===== config.mk =====
export PLATFORM = sky130hd
export DESIGN_NAME = uart_tx_fifo
export DESIGN_NICKNAME = d
export VERILOG_FILES = /design/src/rtl/uart_tx_fifo.sv
export SDC_FILE = /design/constraint.sdc
export NUM_CORES = 1
export LEC_CHECK = 0
export BUFFER_PORTS_ARGS = -buffer_cell sky130_fd_sc_hd__buf_2
export CORE_UTILIZATION = 40
export DETAILED_ROUTE_END_ITERATION = 10
export GPL_TIMING_DRIVEN = 0
export SLEW_MARGIN = 15
export SYNTH_ARGS = -nofsm -noshare
export SYNTH_HDL_FRONTEND = slang
export SYNTH_SLANG_ARGS = --single-unit

===== constraint.sdc =====
create_clock -name clk_i -period 8.48 [get_ports clk_i]
set_clock_uncertainty 0.05 [all_clocks]
set_input_delay 0 -clock clk_i [delete_from_list [all_inputs] [get_ports clk_i]]
set_output_delay 0 -clock clk_i [all_outputs]
set_load 0.005 [all_outputs]

===== src/rtl/uart_tx_fifo.sv =====
// Byte-wide transmit queue feeding a UART transmitter through a start/end handshake.
// Optional UART_TX_FIFO_GAP_EN adds GAP_CYCLES idle clocks after each tx_end.
module uart_tx_fifo #(
    parameter int unsigned DEPTH      = 16,
    parameter int unsigned ADDR_W     = 4,
    parameter int unsigned GAP_CYCLES = 16
) (
    input  logic              clk_i,
    input  logic              reset_i,
    input  logic              wr_en_i,
    input  logic [7:0]        wr_data_i,
    input  logic              clr_ovf_i,
    output logic              full_o,
    output logic              empty_o,
    output logic [ADDR_W:0]   count_o,
    output logic              overflow_o,
    output logic              tx_start_o,
    output logic [7:0]        tx_data_o,
    input  logic              tx_busy_i,
    input  logic              tx_end_i
);

    if (DEPTH < 2 || DEPTH != (1 << ADDR_W) || GAP_CYCLES < 1) begin : gen_bad_params
        $error("uart_tx_fifo: DEPTH must be 2**ADDR_W (>= 2) and GAP_CYCLES >= 1");
    end

    localparam logic [ADDR_W:0]   FullCount = (ADDR_W + 1)'(DEPTH);
    localparam logic [ADDR_W:0]   CountOne  = (ADDR_W + 1)'(1);
    localparam logic [ADDR_W-1:0] PtrOne    = ADDR_W'(1);

`ifdef UART_TX_FIFO_GAP_EN
    localparam int unsigned   GapW    = (GAP_CYCLES > 1) ? $clog2(GAP_CYCLES) : 1;
    localparam logic [GapW-1:0] GapLoad = GapW'(GAP_CYCLES - 1);

    typedef enum logic [1:0] {StIdle, StWait, StGap} state_e;
    logic [GapW-1:0] gap_cnt_q;
`else
    typedef enum logic [1:0] {StIdle, StWait} state_e;
`endif

    state_e            state_q;
    logic [7:0]        mem_q [DEPTH];
    logic [ADDR_W-1:0] wr_ptr_q, rd_ptr_q;
    logic [ADDR_W:0]   count_q, count_d;
    logic              overflow_q, overflow_d;
    logic              tx_start_q;
    logic [7:0]        tx_data_q;
    logic              push, drop, pop;

    assign full_o     = (count_q == FullCount);
    assign empty_o    = (count_q == '0);
    assign count_o    = count_q;
    assign overflow_o = overflow_q;
    assign tx_start_o = tx_start_q;
    assign tx_data_o  = tx_data_q;

    // A dropped push is judged on the current fill, even if a pop frees a slot this cycle.
    assign push = wr_en_i && !full_o;
    assign drop = wr_en_i && full_o;
    assign pop  = (state_q == StIdle) && !empty_o && !tx_busy_i;

    always_comb begin
        count_d = count_q;
        if (push && !pop) begin
            count_d = count_q + CountOne;
        end else if (!push && pop) begin
            count_d = count_q - CountOne;
        end
    end

    always_comb begin
        overflow_d = overflow_q;
        if (drop) begin
            overflow_d = 1'b1;
        end else if (clr_ovf_i) begin
            overflow_d = 1'b0;
        end
    end

    always_ff @(posedge clk_i) begin
        if (push) begin
            mem_q[wr_ptr_q] <= wr_data_i;
        end
    end

    always_ff @(posedge clk_i) begin
        if (reset_i) begin
            wr_ptr_q   <= '0;
            rd_ptr_q   <= '0;
            count_q    <= '0;
            overflow_q <= 1'b0;
        end else begin
            if (push) begin
                wr_ptr_q <= wr_ptr_q + PtrOne;
            end
            if (pop) begin
                rd_ptr_q <= rd_ptr_q + PtrOne;
            end
            count_q    <= count_d;
            overflow_q <= overflow_d;
        end
    end

    always_ff @(posedge clk_i) begin
        if (reset_i) begin
            state_q    <= StIdle;
            tx_start_q <= 1'b0;
            tx_data_q  <= 8'h00;
`ifdef UART_TX_FIFO_GAP_EN
            gap_cnt_q  <= '0;
`endif
        end else begin
            case (state_q)
                StIdle: begin
                    if (pop) begin
                        tx_start_q <= 1'b1;
                        tx_data_q  <= mem_q[rd_ptr_q];
                        state_q    <= StWait;
                    end else begin
                        tx_start_q <= 1'b0;
                    end
                end
                StWait: begin
                    tx_start_q <= 1'b0;
                    if (tx_end_i) begin
`ifdef UART_TX_FIFO_GAP_EN
                        gap_cnt_q <= GapLoad;
                        state_q   <= StGap;
`else
                        state_q   <= StIdle;
`endif
                    end
                end
`ifdef UART_TX_FIFO_GAP_EN
                StGap: begin
                    tx_start_q <= 1'b0;
                    if (gap_cnt_q == '0) begin
                        state_q <= StIdle;
                    end else begin
                        gap_cnt_q <= gap_cnt_q - GapW'(1);
                    end
                end
`endif
                default: begin
                    tx_start_q <= 1'b0;
                    state_q    <= StIdle;
                end
            endcase
        end
    end

endmodule


==> results of run 1 <==
-- placed cells by master (no fill, tap or decap), types with 2 or more instances in the layout --
cell type      synthesis  final
clkbuf_16              0     17
a21o_1                 2      2
xnor2_1                3      3
a2111oi_0              5      5
dfxtp_1               24     24
mux4_2                 6      6
xor2_1                 6      6
o211ai_1               3      3
mux2i_1               47     47
bufinv_16              0      4
a21oi_1                6      6
nor3_1                 6      2
buf_2                 10     39
nand2b_1               3      3
a21boi_1               2      2
dlygate4sd3_1          0     13
or3b_1                 2      2
inv_1                  5      5
nor2_1                40     40
clkinv_1               0      4
nand2_1                6      6
nor2b_1                3      3
a211oi_1               8      8
edfxtp_1             128    128
clkinv_2               0      3
mux4_1                 4      4
nand3b_1               3      3
clkbuf_1               7      9
o22ai_1               22     22
nor3_2                 0      4
buf_1                  2      2
ha_1                   9      9
a22oi_1                2      2
-- power by group through the flow --
stage / logic (uW) / registers [uW] / clock network, uW
floorplan: 289 / 913 / 0
global placement: 424 / 914 / 0
detailed placement: 433 / 917 / 0
CTS: 442 / 901 / 766
global route: 488 / 908 / 800
finish: 437 / 901 / 756
-- synthesized netlist by cell type --
library cell  instances  area, um^2
nor4_1                1        6.26
clkbuf_1              7        26.3
mux2i_1              47         470
mux2_2                1        11.3
or3_1                 1        6.26
mux4_1                4         105
a211oi_1              8        60.1
nor2b_1               3        18.8
o211ai_1              3        22.5
a21oi_1               6        30.0
or3b_1                2        17.5
or4_1                 1        7.51
dfxtp_1              24         480
nor3_1                6        30.0
mux4_2                6         135
xor2_1                6        52.6
fa_1                  1        20.0
edfxtp_1            128        3840
buf_1                 2        7.51
a21o_1                2        15.0
buf_8                 1        15.0
ha_1                  9         113
a22oi_1               2        15.0
nand3_1               1        5.00
o22ai_1              22         138
nand2b_1              3        18.8
nor2_1               40         150
inv_1                 5        18.8
nand3b_1              3        22.5
and3_2                1        7.51
a21boi_1              2        15.0
and3_1                1        6.26
a2111oi_0             5        43.8
a2111oi_2             1        15.0
buf_6                 1        11.3
nand2_1               6        22.5
o31ai_1               1        7.51
xnor2_1               3        26.3
buf_2                10        50.1
o211ai_2              1        12.5
-- final cells by class --
type,count,area share
Buffer,21,0.0153
Tap cell,184,0.0320
Multi-Input combinational cell,199,0.229
Inverter,5,0.00261
Clock inverter,12,0.0219
Clock buffer,19,0.0602
Timing Repair Buffer,42,0.0383
Sequential cell,152,0.601
-- flip-flops by register name (all words and copies together) (netlist names) --
signal,count
overflow_o,1
mem_q,128
tx_data_o,8
state_q,1
count_o,5
tx_start_o,1
rd_ptr_q,4
wr_ptr_q,4
-- path summary, 6_finish.rpt --
path,from,slack (ps),endpoint,cells past startpoint
max,count_o[0],5210,count_o[4],10
min,tx_end_i,350,state_q[0],4
max reg2reg,count_o[0],5210,count_o[4],10
min reg2reg,state_q[0],420,state_q[0],2
-- critical path, delay by kind of cell (launching register included) --
| kind | cells | cell delay, ps |
|---|---|---|
| mux | 2 | 570 |
| simple gates | 1 | 450 |
| flops | 1 | 370 |
| fa+ha+maj | 2 | 640 |
| compound gates | 3 | 660 |
| buf+inv | 2 | 410 |
-- kinds of logic after synthesis --
logic type / synth area share
buffers and inverters: 0.0212
multiplexers: 0.119
AND/OR/NAND/NOR: 0.0525
AO/OA/AOI/OAI: 0.0615
flip-flops: 0.711
adder cells (fa/ha/maj): 0.0218
XOR/XNOR: 0.0130
-- layer usage --
layer | routed length [um] | up-vias | track usage
met5 | 0 | - | 0
met4 | 218 | 0 | 0.0653
met3 | 879 | 12 | 0.0531
met2 | 6170 | 90 | 0.289
met1 | 5550 | 1625 | 0.226
li1 | - | 1591 | -
-- stage by stage --
stage          hold WS (ps)  utilization  worst slack [ps]  cells
2_1_floorplan          48.9            -              5710    377
3_3_place_gp            220        0.439              5150    590
3_5_place_dp            222        0.441              5130    590
4_1_cts                 317        0.490              5120    634
5_1_grt                 352        0.490              4930    634
6_report                345        0.490              5210    634
==> results_dict.tcl, run 1 <==
set metrics [dict create \
    grt_max_degree 17 \
    first_global_vias 3455 \
    min_path_type "in2reg" \
    via_per_inst 5.23 \
    cp-start-kind "flip-flop" \
    drtIter0Drc 306 \
    slew_headroom 0.422 \
    core_area_mm2 0.0147 \
    totalWireLength_um 12800 \
    max_cap_violations 0 \
    hold_viol_final 0 \
    cts.sinks 152 \
    finalMaxSlewViolations 0 \
    ys_ff_latch 152 \
    grt.total_usage 0.178 \
    postSynthCellCount 377 \
    internal_power_uw 1540 \
    ys_seq_area_frac 0.711 \
    fin_tns_setup_ps 0 \
    wl_per_cell_um 20.2 \
    crit_required_ps 8730 \
    switching_power_uw 558 \
    fin_crit_sh 0.386 \
    crit_top_cell "inv_1" \
    end_kind "flip-flop" \
    setup_viol 0 \
    portBuffers 29 \
    worstPathMaxFanout 8 \
    design_area_mm2 0.00720 \
    num_vias 3318 \
    cp_slowest_cell "nor4_1" \
    num_rows 44 \
    cts.clk_slew.worst_paths_ps 60 \
    cts_buffer_depth 2 \
    grt_first_pass_wirelength_um 19800 \
    die_x_um 125 \
    swShare 0.267 \
    synth.distinct_cells 40 \
    max_freq_mhz 306 \
    placed_area_mm2 0.00647 \
    ant_nets 0 \
    critPathKind "reg2reg" \
    cts_inserted_buffers 17 \
    p_per_area_mw_per_mm2 291 \
    power_uw 2090 \
    path_cells "nor4_1 -> a21boi_1 -> inv_1 -> ha_1 -> inv_1 -> fa_1 -> a21o_1 -> a21oi_1 -> mux2i_1 -> mux2_2" \
    antenna_found_initial 0 \
    violations "DRC" \
    ir_drop_mv 0.172 \
    cts_tree "done" \
    status "finished, violations left" \
    gp_congestion 0.749 \
    synth_nets 401 \
    multi_input_area_mm2 0.00165 \
    arrival_ps 3520 \
    clock_latency_ps 410 \
    layout.area.seq_mm2 0.00432 \
    slowest_delay_ps 450 \
    worst_pin_slew_ps 844 \
    rsz0062_at_grt "false" \
    p_leak_uw 0.00241 \
    nets 462 \
    yosys_warnings 0 \
    dpl.hpwl_um 8590 \
    period_needed_ps 3270 \
    p_seq_frac 0.430 \
    nFillCells 1248 \
    drive_gt1_frac 0.178 \
    pwr-share-clk 0.361 \
    io_pins 31 \
    die_y_um 125 \
    firstDrtPassIters 7 \
    netlist_area_mm2 0.00608 \
    post_cts_resize_count 0 \
    post_cts_buffers 0 \
    combPwrFrac 0.208 \
    cts_htree_levels 4 \
    drc 3 \
    syn_avg_cell_area_um2 16.1 \
    start_util 0.414 \
    area_delta_synth_final_pct 18.4 \
    grt-ovfl-total 0 \
    die_area_mm2 0.0157 \
    antenna-diode-count 0 \
    clockRootBuffer "clkbuf_16" \
    cts-hold-fix-buffers 13 \
]
Power figures use the tool's default switching activity.
==> run 2, diff against run 1 <==
--- a/config.mk
+++ b/config.mk
@@ -5,6 +5,7 @@
 export SDC_FILE = /design/constraint.sdc
 export NUM_CORES = 1
 export LEC_CHECK = 0
+export ABC_AREA = 1
 export BUFFER_PORTS_ARGS = -buffer_cell sky130_fd_sc_hd__buf_2
 export CORE_UTILIZATION = 40
 export DETAILED_ROUTE_END_ITERATION = 10
==> constraint.sdc (replaced) <==
create_clock -name clk_i -period 3 [get_ports clk_i]
set_clock_uncertainty 0.05 [all_clocks]
set_input_delay 0 -clock clk_i [delete_from_list [all_inputs] [get_ports clk_i]]
set_output_delay 0 -clock clk_i [all_outputs]
set_load 0.005 [all_outputs]
==> results_dict.tcl, run 2 <==
set metrics [dict create \
    synth_edf_count 128 \
    status "finished, final reports clean" \
    max_freq_mhz 410 \
    synth_top_family_by_area "simple AND/OR/NAND/NOR gates" \
    syn_avg_cell_area_um2 9.85 \
    antenna_found_initial 0 \
    postSynthCellCount 675 \
    cts.sinks 152 \
    rsz0062_at_grt "false" \
    worst_pin_slew_ps 863 \
    io_pins 31 \
    totalWireLength_um 16100 \
    place_ws_ps 566 \
    yosysMostFrequentCell "nand2_1" \
    post_cts_buffers 0 \
    antenna-diode-count 0 \
    firstDrtPassIters 6 \
    grt_first_pass_wirelength_um 24800 \
    cts_inserted_buffers 17 \
    drive_gt1_frac 0.120 \
    fin_tns_setup_ps 0 \
    p_leak_uw 0.00335 \
    synth_area_leaders "edfxtp_1 (58%), nand2_1 (13%), dfxtp_1 (7.2%)" \
    critPathKind "reg2reg" \
    layout.area.seq_mm2 0.00432 \
    gp_congestion 0.930 \
    die_x_um 131 \
    synth_xor_xnor_area_share 0.00790 \
    ys.flop_type "edfxtp_1" \
    num_vias 4764 \
    via_per_inst 4.93 \
    core_area_mm2 0.0161 \
    cts.clk_slew.worst_paths_ps 60 \
    netlist_area_mm2 0.00665 \
    yosysTopAreaCellShare 0.578 \
    largest_register_ffs 128 \
    nFillCells 1486 \
    slowest_delay_ps 450 \
    fin_crit_sh 0.814 \
    yosys_warnings 0 \
    hold_viol_final 0 \
    cts-hold-fix-buffers 14 \
    layout_commonest_cell "nand2_1" \
    cts_tree "done" \
    first_global_vias 4572 \
    area_delta_synth_final_pct 17.1 \
    p_per_area_mw_per_mm2 811 \
    setup_viol 0 \
    cts_buffer_depth 2 \
    arrival_ps 2690 \
    ys_ff_latch 152 \
    synth_nets 699 \
    worstPathMaxFanout 6 \
    die_y_um 131 \
    multi_input_area_mm2 0.00180 \
    synthMuxAreaShare 0 \
    synth_common_cells "nand2_1 (222), edfxtp_1 (128), nand3_1 (92)" \
    synth_compound_area_frac 0.0169 \
    cpLargestDelayFamily "adder cells" \
    synthArstFlopShare 0 \
    period_needed_ps 2440 \
    synth-simple-area-share 0.226 \
    ys_seq_area_frac 0.650 \
    path_cells "nor2_1 -> nand4_1 -> nand2_2 -> inv_2 -> ha_1 -> inv_1 -> fa_1 -> a21oi_1 -> nor2_1 -> o21bai_1 -> nand2_1 -> nand2_1 -> a21oi_1" \
    ant_nets 0 \
    cts_htree_levels 4 \
    start_util 0.414 \
    post_cts_resize_count 0 \
    cp-start-kind "flip-flop" \
    nets 761 \
    drtIter0Drc 337 \
    die_area_mm2 0.0171 \
    dpl.hpwl_um 11200 \
    crit_required_ps 3240 \
    grt.total_usage 0.205 \
    grt_max_degree 17 \
    cp_slowest_cell "dfxtp_1" \
    regMostFlops "mem_q" \
    grt-ovfl-total 0 \
    end_kind "flip-flop" \
    finalMaxSlewViolations 0 \
    slew_headroom 0.423 \
    wl_per_cell_um 16.6 \
    synth.distinct_cells 25 \
    min_path_type "in2reg" \
    num_rows 46 \
    layout_setup_ws_ps 558 \
    portBuffers 29 \
    synthAdderAreaFrac 0.0199 \
    synth_top_area_cell "edfxtp_1" \
    cp.buffers_inverters 2 \
    clockRootBuffer "clkbuf_16" \
    clock_latency_ps 430 \
    ir_drop_mv 0.443 \
    max_cap_violations 0 \
    drc 0 \
    final_cell_mix "nand2_1 (222), edfxtp_1 (128), nand3_1 (92), inv_1 (89), buf_2 (42)" \
]
## run 2: area by class of cell
class                   instances  area share
plain buffers                  29      0.0219
inverters                      95      0.0458
clock buffers                  18      0.0551
repair buffers                 43      0.0366
clock inverters                14      0.0193
flip-flops and latches        152       0.555
well taps                     216      0.0347
multi-input cells             399       0.231
## run 2: where the power goes
part           switching (uW)  internal [uW]
clock network             860           1230
logic                    1120            588
registers                88.2           2430
total                    2070           4240
## run 2: worst register-to-register path: stages (launching register included)
cell and delay, ps:
dfxtp_1 450, nor2_1 110, nand4_1 140, nand2_2 120
inv_2 130, ha_1 210, inv_1 110, fa_1 430
a21oi_1 180, nor2_1 70, o21bai_1 120, nand2_1 60
nand2_1 70, a21oi_1 60
## run 2: final timing paths
kind	start	endpoint	slack (ps)	depth (start not counted)
max	count_o[0]	count_o[4]	560	13
max reg2reg	count_o[0]	count_o[4]	560	13
min	reset_i	tx_data_o[2]	10	4
min reg2reg	wr_ptr_q[3]	wr_ptr_q[3]	450	2
## run 2: metrics by stage
step            util  total power (uW)  area, um^2  hold slack (ps)  instances
2_1_floorplan      -              3680        6650             48.9        675
3_3_place_gp   0.440              4200        7070              206        920
3_5_place_dp   0.440              4240        7070              207        920
4_1_cts        0.485              6330        7790             19.0        966
5_1_grt        0.485              6660        7790             88.5        966
6_report       0.485              6320        7790             13.6        966
## run 2: kinds of logic after synthesis
logic type	count (synthesis)
compound gates	22
xor+xnor	6
fa+ha+maj	10
buf+inv	124
flops	152
simple gates	361
## run 2: per-layer routing
metal / routed length [um] / track usage / up-vias
li1: - / - / 2303
met1: 6970 / 0.266 / 2287
met2: 7820 / 0.333 / 137
met3: 737 / 0.0371 / 37
met4: 537 / 0.100 / 0
met5: 0 / 0 / -
